==> config.mk <==
export PLATFORM = sky130hd
export DESIGN_NAME = wbm_ctrl_master
export DESIGN_NICKNAME = d
export VERILOG_FILES = /design/src/rtl/wbm_ctrl_pkg.sv /design/src/rtl/wbm_ctrl_master.sv
export SDC_FILE = /design/constraint.sdc
export NUM_CORES = 1
export LEC_CHECK = 0
export ABC_AREA = 1
export BUFFER_PORTS_ARGS = -buffer_cell sky130_fd_sc_hd__buf_2
export CORE_ASPECT_RATIO = 0.8
export CORE_UTILIZATION = 30
export CTS_CLUSTER_SIZE = 40
export DETAILED_ROUTE_END_ITERATION = 10
export PLACE_DENSITY = 0.48
export SLEW_MARGIN = 20
export SYNTH_ARGS = -nofsm -noshare
export SYNTH_HDL_FRONTEND = slang
export SYNTH_SLANG_ARGS = --single-unit
export TNS_END_PERCENT = 5
==> constraint.sdc <==
create_clock -name wb_clk_i -period 2.11 [get_ports wb_clk_i]
set_input_delay 0.422 -clock wb_clk_i [delete_from_list [all_inputs] [get_ports wb_clk_i]]
set_output_delay 0.422 -clock wb_clk_i [all_outputs]
set_load 0.02 [all_outputs]
==> src/rtl/wbm_ctrl_pkg.sv <==
// Shared address map, region and FSM encodings for the accelerator control-slave initiator.
// The slave model and benches import the same constants.
package wbm_ctrl_pkg;

    localparam logic [31:0] WBS_MODE_ADDR  = 32'h3000_0000;
    localparam logic [31:0] WBS_DEBUG_ADDR = 32'h3000_0001;
    localparam logic [31:0] WBS_QUERY_ADDR = 32'h3100_0000;
    localparam logic [31:0] WBS_LEAF_ADDR  = 32'h3200_0000;
    localparam logic [31:0] WBS_BEST_ADDR  = 32'h3300_0000;
    localparam logic [31:0] WBS_NODE_ADDR  = 32'h3400_0000;
    localparam logic [31:0] WBS_ADDR_MASK  = 32'hF000_0000;

    localparam int QUERY_W = 55;

    typedef enum logic [2:0] {
        REGION_REG   = 3'd0,
        REGION_QUERY = 3'd1,
        REGION_LEAF  = 3'd2,
        REGION_BEST  = 3'd3,
        REGION_NODE  = 3'd4
    } region_e;

    typedef enum logic [1:0] {
        ST_IDLE = 2'd0,
        ST_BEAT = 2'd1,
        ST_GAP  = 2'd2,
        ST_RESP = 2'd3
    } state_e;

    function automatic logic is_two_beat(input logic [2:0] region);
        return (region == REGION_QUERY) || (region == REGION_LEAF) || (region == REGION_BEST);
    endfunction

endpackage

==> src/rtl/wbm_ctrl_master.sv <==
// Wishbone classic initiator: one 64-bit command becomes one or two 32-bit beats
// on the accelerator control map, with a per-beat ack timeout.
module wbm_ctrl_master
    import wbm_ctrl_pkg::*;
#(
    parameter int DATA_WIDTH     = 11,
    parameter int PATCH_SIZE     = 5,
    parameter int TIMEOUT_CYCLES = 255
) (
    input  logic        wb_clk_i,
    input  logic        wb_rst_i,
    input  logic        cmd_valid,
    output logic        cmd_ready,
    input  logic        cmd_we,
    input  logic [2:0]  cmd_region,
    input  logic [15:0] cmd_index,
    input  logic [63:0] cmd_wdata,
    output logic        rsp_valid,
    output logic [63:0] rsp_rdata,
    output logic        rsp_err,
    output logic        wbm_cyc_o,
    output logic        wbm_stb_o,
    output logic        wbm_we_o,
    output logic [3:0]  wbm_sel_o,
    output logic [31:0] wbm_adr_o,
    output logic [31:0] wbm_dat_o,
    input  logic        wbm_ack_i,
    input  logic [31:0] wbm_dat_i
);

    localparam int              QW       = DATA_WIDTH * PATCH_SIZE;
    localparam logic [63:0]     QMASK    = (QW >= 64) ? '1 : ((64'd1 << QW) - 64'd1);
    localparam logic [31:0]     QHI_MASK = QMASK[63:32];
    localparam int              CNT_W    = $clog2(TIMEOUT_CYCLES + 1);
    localparam logic [CNT_W-1:0] CNT_LAST = CNT_W'(TIMEOUT_CYCLES - 1);

    // Address of the lower (or only) beat; the upper beat is always this plus one.
    function automatic logic [31:0] beat_addr(input logic [2:0] region, input logic [15:0] index);
        case (region_e'(region))
            REGION_REG:   return WBS_MODE_ADDR  + {16'd0, index};
            REGION_QUERY: return WBS_QUERY_ADDR + {15'd0, index, 1'b0};
            REGION_LEAF:  return WBS_LEAF_ADDR  + {15'd0, index, 1'b0};
            REGION_BEST:  return WBS_BEST_ADDR  + {15'd0, index, 1'b0};
            REGION_NODE:  return WBS_NODE_ADDR  + {16'd0, index};
            default:      return 32'd0;
        endcase
    endfunction

    state_e            state_q, state_d;
    logic [CNT_W-1:0]  cnt_q, cnt_d;
    logic              two_q, two_d;
    logic              half_q, half_d;
    logic              query_q, query_d;
    logic [31:0]       hi_q, hi_d;
    logic [63:0]       rdata_q, rdata_d;
    logic              ready_q, ready_d;
    logic              rvld_q, rvld_d;
    logic              rerr_q, rerr_d;
    logic              cyc_q, cyc_d;
    logic              stb_q, stb_d;
    logic              we_q, we_d;
    logic [3:0]        sel_q, sel_d;
    logic [31:0]       adr_q, adr_d;
    logic [31:0]       dat_q, dat_d;

    always_ff @(posedge wb_clk_i) begin
        if (wb_rst_i) begin
            state_q <= ST_IDLE;
            cnt_q   <= '0;
            two_q   <= 1'b0;
            half_q  <= 1'b0;
            query_q <= 1'b0;
            hi_q    <= '0;
            rdata_q <= '0;
            ready_q <= 1'b0;
            rvld_q  <= 1'b0;
            rerr_q  <= 1'b0;
            cyc_q   <= 1'b0;
            stb_q   <= 1'b0;
            we_q    <= 1'b0;
            sel_q   <= '0;
            adr_q   <= '0;
            dat_q   <= '0;
        end else begin
            state_q <= state_d;
            cnt_q   <= cnt_d;
            two_q   <= two_d;
            half_q  <= half_d;
            query_q <= query_d;
            hi_q    <= hi_d;
            rdata_q <= rdata_d;
            ready_q <= ready_d;
            rvld_q  <= rvld_d;
            rerr_q  <= rerr_d;
            cyc_q   <= cyc_d;
            stb_q   <= stb_d;
            we_q    <= we_d;
            sel_q   <= sel_d;
            adr_q   <= adr_d;
            dat_q   <= dat_d;
        end
    end

    always_comb begin
        state_d = state_q;
        cnt_d   = cnt_q;
        two_d   = two_q;
        half_d  = half_q;
        query_d = query_q;
        hi_d    = hi_q;
        rdata_d = rdata_q;
        rvld_d  = 1'b0;
        rerr_d  = 1'b0;
        cyc_d   = cyc_q;
        stb_d   = stb_q;
        we_d    = we_q;
        sel_d   = sel_q;
        adr_d   = adr_q;
        dat_d   = dat_q;

        case (state_q)
            ST_IDLE: begin
                if (cmd_valid && ready_q) begin
                    rdata_d = '0;
                    if (cmd_region > 3'd4) begin
                        state_d = ST_RESP;
                        rvld_d  = 1'b1;
                        rerr_d  = 1'b1;
                    end else begin
                        state_d = ST_BEAT;
                        cnt_d   = '0;
                        half_d  = 1'b0;
                        two_d   = is_two_beat(cmd_region);
                        query_d = (cmd_region == REGION_QUERY);
                        cyc_d   = 1'b1;
                        stb_d   = 1'b1;
                        sel_d   = 4'hF;
                        we_d    = cmd_we;
                        adr_d   = beat_addr(cmd_region, cmd_index);
                        dat_d   = cmd_we ? cmd_wdata[31:0] : 32'd0;
                        hi_d    = !cmd_we ? 32'd0 :
                                  (cmd_region == REGION_QUERY) ? (cmd_wdata[63:32] & QHI_MASK)
                                                               : cmd_wdata[63:32];
                    end
                end
            end
            ST_BEAT: begin
                if (wbm_ack_i) begin
                    if (!we_q) begin
                        if (half_q) rdata_d[63:32] = query_q ? (wbm_dat_i & QHI_MASK) : wbm_dat_i;
                        else        rdata_d[31:0]  = wbm_dat_i;
                    end
                    stb_d = 1'b0;
                    sel_d = '0;
                    if (two_q && !half_q) begin
                        state_d = ST_GAP;
                        half_d  = 1'b1;
                        adr_d   = adr_q + 32'd1;
                        dat_d   = hi_q;
                    end else begin
                        state_d = ST_RESP;
                        cyc_d   = 1'b0;
                        we_d    = 1'b0;
                        adr_d   = '0;
                        dat_d   = '0;
                        rvld_d  = 1'b1;
                    end
                end else if (cnt_q == CNT_LAST) begin
                    // Abort: the slave never answered this beat.
                    state_d = ST_RESP;
                    cyc_d   = 1'b0;
                    stb_d   = 1'b0;
                    sel_d   = '0;
                    we_d    = 1'b0;
                    adr_d   = '0;
                    dat_d   = '0;
                    rdata_d = '0;
                    rvld_d  = 1'b1;
                    rerr_d  = 1'b1;
                end else begin
                    cnt_d = cnt_q + CNT_W'(1);
                end
            end
            ST_GAP: begin
                state_d = ST_BEAT;
                stb_d   = 1'b1;
                sel_d   = 4'hF;
                cnt_d   = '0;
            end
            default: begin
                state_d = ST_IDLE;
            end
        endcase

        ready_d = (state_d == ST_IDLE);
    end

    assign cmd_ready = ready_q;
    assign rsp_valid = rvld_q;
    assign rsp_err   = rerr_q;
    assign rsp_rdata = rdata_q;
    assign wbm_cyc_o = cyc_q;
    assign wbm_stb_o = stb_q;
    assign wbm_we_o  = we_q;
    assign wbm_sel_o = sel_q;
    assign wbm_adr_o = adr_q;
    assign wbm_dat_o = dat_q;

endmodule
Yosys cells after proc, flatten, opt, wreduce, memory -nomap -nowiden
Cells that the tools add are included.

word-level totals
  bits of input ports = 120
  flip-flop bits (word level) = 183
  word-level logic and storage cells = 125

operators by class
  mux-type cells = 63
  reduce and logical (&&, ||, !) cells = 18
  equal/unequal tests = 18
  order comparisons = 1
  bitwise logic cells = 1
  $add $sub $neg = 7

operators with widths
  kind                                           count
  two-way mux 32 bit                             15
  two-way mux 64 bit                             4
  case mux 31 bit (5 select lines)               1
  case mux 32 bit (2 select lines)               2
  case mux 64 bit (2 select lines)               1
  adder 30 x 17 -> 31 bit, first input constant  3
  adder 30 x 16 -> 31 bit, first input constant  2
  adder 32 x 1 -> 32 bit, second input constant  1
  two-way mux 8 bit                              4
  AND reduction 5 bit                            5
  case mux 8 bit (3 select lines)                1
  two-way mux 1 bit                              19
  two-way mux 4 bit                              4
  inequality test 3 bit, second input constant   5
  inequality test 2 bit, second input constant   6
  case mux 4 bit (3 select lines)                1
  case mux 1 bit (2 select lines)                5
  adder 8 x 1 -> 8 bit, second input constant    1
  == test 8 bit, second input constant           1
  two-way mux 2 bit                              4
  AND reduction 4 bit                            2
  == test 3 x 2 -> 1 bit, second input constant  2
  case mux 2 bit (3 select lines)                1
  logical NOT 2 bit                              2
  other kinds (14)                               16

Depth between registers and ports, before layout
  word-level depth = 6
  depth in mapped cells = 12
  mapped depth without buffers = 12

Worst setup path before layout
Ideal clock, no wire load.

  path type = reg-to-reg
  start point = register adr_q[0] (netlist: wbm_adr_o[0])
  end point = register adr_q[30] (netlist: wbm_adr_o[30])
  slack = 380 ps
  stages on the path, launching flop included = 9
  arrival = 1614 ps
  path buffers = 0
  path through = dfxtp_1 > ha_1 > nand2_1 > nor2_1 > nand4_1 > nor2_1 > nand3_1 > o21ai_0 > nor2_1

on the way
  word-level cells in the longest chain between the ends = 4

ends and longest elaborated chain
  what                              RTL line                source
  start: declaration                wbm_ctrl_master.sv:63   logic [31:0] adr_q, adr_d;
  start signal: assignment          wbm_ctrl_master.sv:99   adr_q <= adr_d;
  adder 32 x 1 -> 32 bit            wbm_ctrl_master.sv:158  adr_d = adr_q + 32'd1;
  two-way mux 32 bit                wbm_ctrl_master.sv:155  if (two_q && !half_q) begin
  two-way mux 32 bit                wbm_ctrl_master.sv:148  if (wbm_ack_i) begin
  case mux 32 bit (2 select lines)  wbm_ctrl_master.sv:121  case (state_q)

No other way between the ends.
A chain may end at the register's enable or synchronous reset.

Worst setup path in the final report
  start point = register cnt_q[4]
  end point = register adr_q[30] (netlist: wbm_adr_o[30])

on the way
  word-level cells in the longest chain between the ends = 3

ends and longest elaborated chain
  what                                    RTL line                source
  start: declaration                      wbm_ctrl_master.sv:50   logic [CNT_W-1:0] cnt_q, cnt_d;
  start signal: assignment                wbm_ctrl_master.sv:86   cnt_q <= cnt_d;
  == test 8 bit                           wbm_ctrl_master.sv:168  end else if (cnt_q == CNT_LAST) begin
  inequality test 3 bit (no source line)  --
  AND reduction 4 bit (no source line)    --

No other way between the ends.

==> flow_metrics.env <==
export IMPL_cts_post_setup_buffers_inserted=0
export IMPL_cts_hold_buf=0
export IMPL_final_hold_violation_count=0
export IMPL_ys_seq_area_share_pct=42.20
export IMPL_place_area_um2=10240
export IMPL_ff2ff_setup_slack_ps=220
export IMPL_clock_sinks=179
export IMPL_fin_worst_skew_ps=11.08
export IMPL_worstHoldPathType="in2reg"
export IMPL_ys_top_cells_by_area="dfxtp_1 42%, nand2_1 14%, a21oi_1 6.9%"
export IMPL_design_final_nets=1630
export IMPL_syn_nets=1393
export IMPL_post_synth_inst_count=1270
export IMPL_period_share_pct=89.44
export IMPL_hold_end="wbm_dat_o[25]$_SDFFE_PP0P_"
export IMPL_pwr_dens_nw_per_um2=1037
export IMPL_slew_limit_headroom_pct=49.66
export IMPL_via_count=8962
export IMPL_outcome="finished, final reports clean"
export IMPL_required_ps=2440
export IMPL_setup_violations=0
export IMPL_clock_tree_root_cell="clkbuf_16"
export IMPL_classification_of_the_worst_setup_path="reg2reg"
export IMPL_syn_area_um2=8491
export IMPL_worst_setup_hold_path_clk_slew_ps=70
export IMPL_die_width_um=190.1
export IMPL_post_synth_cell_area_avg_um2=6.686
export IMPL_netlist_area_leader_share_pct=42.20
export IMPL_setup_repair_after_global_routing_missed_its_margin="false"
export IMPL_grt_overflow_total=0
export IMPL_place_ws_ps=185.5
export IMPL_largest_net_degree_at_the_start_of_global_routing=66
export IMPL_hold_depth=3
export IMPL_endpoint_of_the_most_critical_register_to_register_path="wbm_adr_o[30]$_SDFFE_PP0P_"
export IMPL_top_level_ports=258
export IMPL_tritoncts="done"
export IMPL_floorplan_rows=54
export IMPL_tightest_slew_ps=755.0
export IMPL_core_area_um2=27570
export IMPL_die_h_um=152.5
export IMPL_critPathMaxFanout=39
export IMPL_worst_hold_startpoint="cmd_wdata[25]"
export IMPL_first_iter_violations=571
export IMPL_worst_ep_arrival_time_ps=2220
export IMPL_clkLatencyLatePin_ps=440
export IMPL_drt_pre_antenna_iters=5
export IMPL_detail_routed_net_length_per_standard_cell_um=15.33
export IMPL_first_global_vias=8251
export IMPL_h_tree_depth=4
export IMPL_cell_type_with_the_largest_total_area_after_synthesis="dfxtp_1"
export IMPL_yosysUniqueCellTypes=35
export IMPL_vias_per_cell=4.754
export IMPL_post_route_cell_area_um2=10860
export IMPL_finalWeightedCongestion=0.8355
export IMPL_max_cap_violations=0
export IMPL_synthToLayoutAreaGrowth_pct=27.88
export IMPL_p_leak_nw=4.907
export IMPL_fmax_mhz=529.9
export IMPL_cts_made_buffers=17
export IMPL_setup_ws_ps=222.8
export IMPL_design_die_area_um2=28980
export IMPL_grt_usage_pct=19.72
export IMPL_depth_of_the_most_critical_reg_to_reg_path=8
export IMPL_cp_start_kind="register"
export IMPL_initial_utilization_pct=30.80
export IMPL_clock_path_buffers=2
export IMPL_crit_path_end_kind="register"
export IMPL_vdd_ir_drop_worst_uv=581.7
export IMPL_detail_route_drc_violations=0
export IMPL_post_route_antenna_net_violation_count=0
export IMPL_wl_um=28890
export IMPL_slew_viol_final=0
export IMPL_setup_tns_ps=0
export IMPL_period_needed_ps=1887
export IMPL_cts_repair_resized=0
export IMPL_yosysWarnings=0
export IMPL_port_buffers=257
export IMPL_dpl_hpwl_um=20510
export IMPL_whs_ps=242.5
export IMPL_critical_register_to_register_path_startpoint="cnt_q[4]$_SDFFE_PP0P_"
export IMPL_wire_length_of_the_first_global_routing_pass_um=45460
export IMPL_antenna_found_initial=3
export IMPL_synth_seq_cells=179
export IMPL_total_power_mw=11.26
export IMPL_layout_drive_gt1_share_pct=22.89
cell usage in the layout, fill, tap and decap left out, types with 4 or more instances in the layout:
cell type,synthesis,routed
nand2_1,323,323
buf_2,16,257
dfxtp_1,179,179
nor2_1,151,151
inv_1,127,126
a21oi_1,117,117
o21ai_0,96,96
nand3_1,62,62
a31oi_1,39,39
buf_4,10,37
nand4_1,27,27
clkbuf_16,0,17
o22ai_1,14,14
nor3_1,12,12
o2111ai_1,9,9
nand2_2,6,6
buf_12,0,5
inv_2,3,4
state kept, by name (all words and copies together), names as in the netlist, 2 cells and up:
signal,flops
rsp_rdata,64
hi_q,32
wbm_adr_o,32
wbm_dat_o,32
cnt_q,8
state_q,2
metal layers:
| layer | share of wire [%] | vias up | GRT usage (%) |
|---|---|---|---|
| met4 | 0.92 | 4 | 3.955 |
| met2 | 43 | 239 | 29.98 |
| met1 | 50 | 4088 | 28.09 |
| met3 | 6.0 | 21 | 4.790 |
| met5 | 0.062 | - | 0 |
| li1 | - | 4610 | - |
kinds of logic after synthesis:
| group | share of synthesized area, % |
|---|---|
| AO/OA/AOI/OAI | 18.17 |
| XOR/XNOR | 0.1032 |
| adder cells (fa/ha/maj) | 0.4421 |
| buffers and inverters | 10.27 |
| flip-flops | 42.20 |
| AND/OR/NAND/NOR | 28.81 |
report_power, final:
part / leakage [nW] / internal (mW) / switching (mW) / total [mW]
Clock: 0.296 / 1.92 / 1.47 / 3.39
Sequential: 1.46 / 3.93 / 0.397 / 4.32
Combinational: 3.15 / 1.15 / 2.40 / 3.54
how the worst max path moves through the flow:
stage	from	cells after the start	to	slack (ps)
2_1_floorplan	wbm_adr_o[0]$_SDFFE_PP0P_	8	wbm_adr_o[30]$_SDFFE_PP0P_	380
3_3_place_gp	wbm_ack_i	9	wbm_adr_o[30]$_SDFFE_PP0P_	240
3_5_place_dp	wbm_ack_i	9	wbm_adr_o[30]$_SDFFE_PP0P_	190
4_1_cts	cnt_q[4]$_SDFFE_PP0P_	8	wbm_adr_o[30]$_SDFFE_PP0P_	200
5_1_grt	cnt_q[3]$_SDFFE_PP0P_	9	wbm_adr_o[23]$_SDFFE_PP0P_	6
6_report	cnt_q[4]$_SDFFE_PP0P_	8	wbm_adr_o[30]$_SDFFE_PP0P_	220
synthesized netlist by cell type:
cell       instances
o22ai_1           14
clkinv_1           2
nand3b_1           2
o211ai_4           1
nor2_2             1
nand2_1          323
inv_1            127
o21a_1             1
nand2_4            1
nand4_1           27
nand3_1           62
a31oi_1           39
o31ai_1            1
buf_4             10
and3_1             2
nand3_2            1
a22oi_1            1
nor2_1           151
o21ai_0           96
a211oi_1           1
buf_2             16
nor3_1            12
a21oi_1          117
buf_6              2
xor2_1             1
o211ai_1           2
clkbuf_1          43
inv_2              3
dfxtp_1          179
ha_1               3
nand2_2            6
o2111ai_1          9
or2_2              2
buf_1             10
nor2_4             2
area by class of cell:
cell class / count / area [µm²]
diodes: 1 / 2.502
clock buffers: 19 / 442.9
clock inverters: 13 / 173.9
fillers: 3038 / 16710
inverters: 132 / 495.5
multi-input cells: 878 / 4040
flip-flops and latches: 179 / 3583
well taps: 364 / 455.4
repair buffers: 299 / 1664
per-stage QoR:
step / cells / utilization [%]
floorplan: 1270 / -
global placement: 1852 / 37.14
detailed placement: 1852 / 37.14
CTS: 1884 / 39.38
global route: 1884 / 39.38
finish: 1885 / 39.39
critical path, cell delays in order (launching register included):
cell	delay [ps]
dfxtp_1	370
nand2_1	110
nor2_1	250
a21oi_1	170
nor2_4	140
buf_4	360
nand3_1	150
o21ai_0	180
nor2_1	50
No activity file was read; power rests on OpenSTA's default activity.
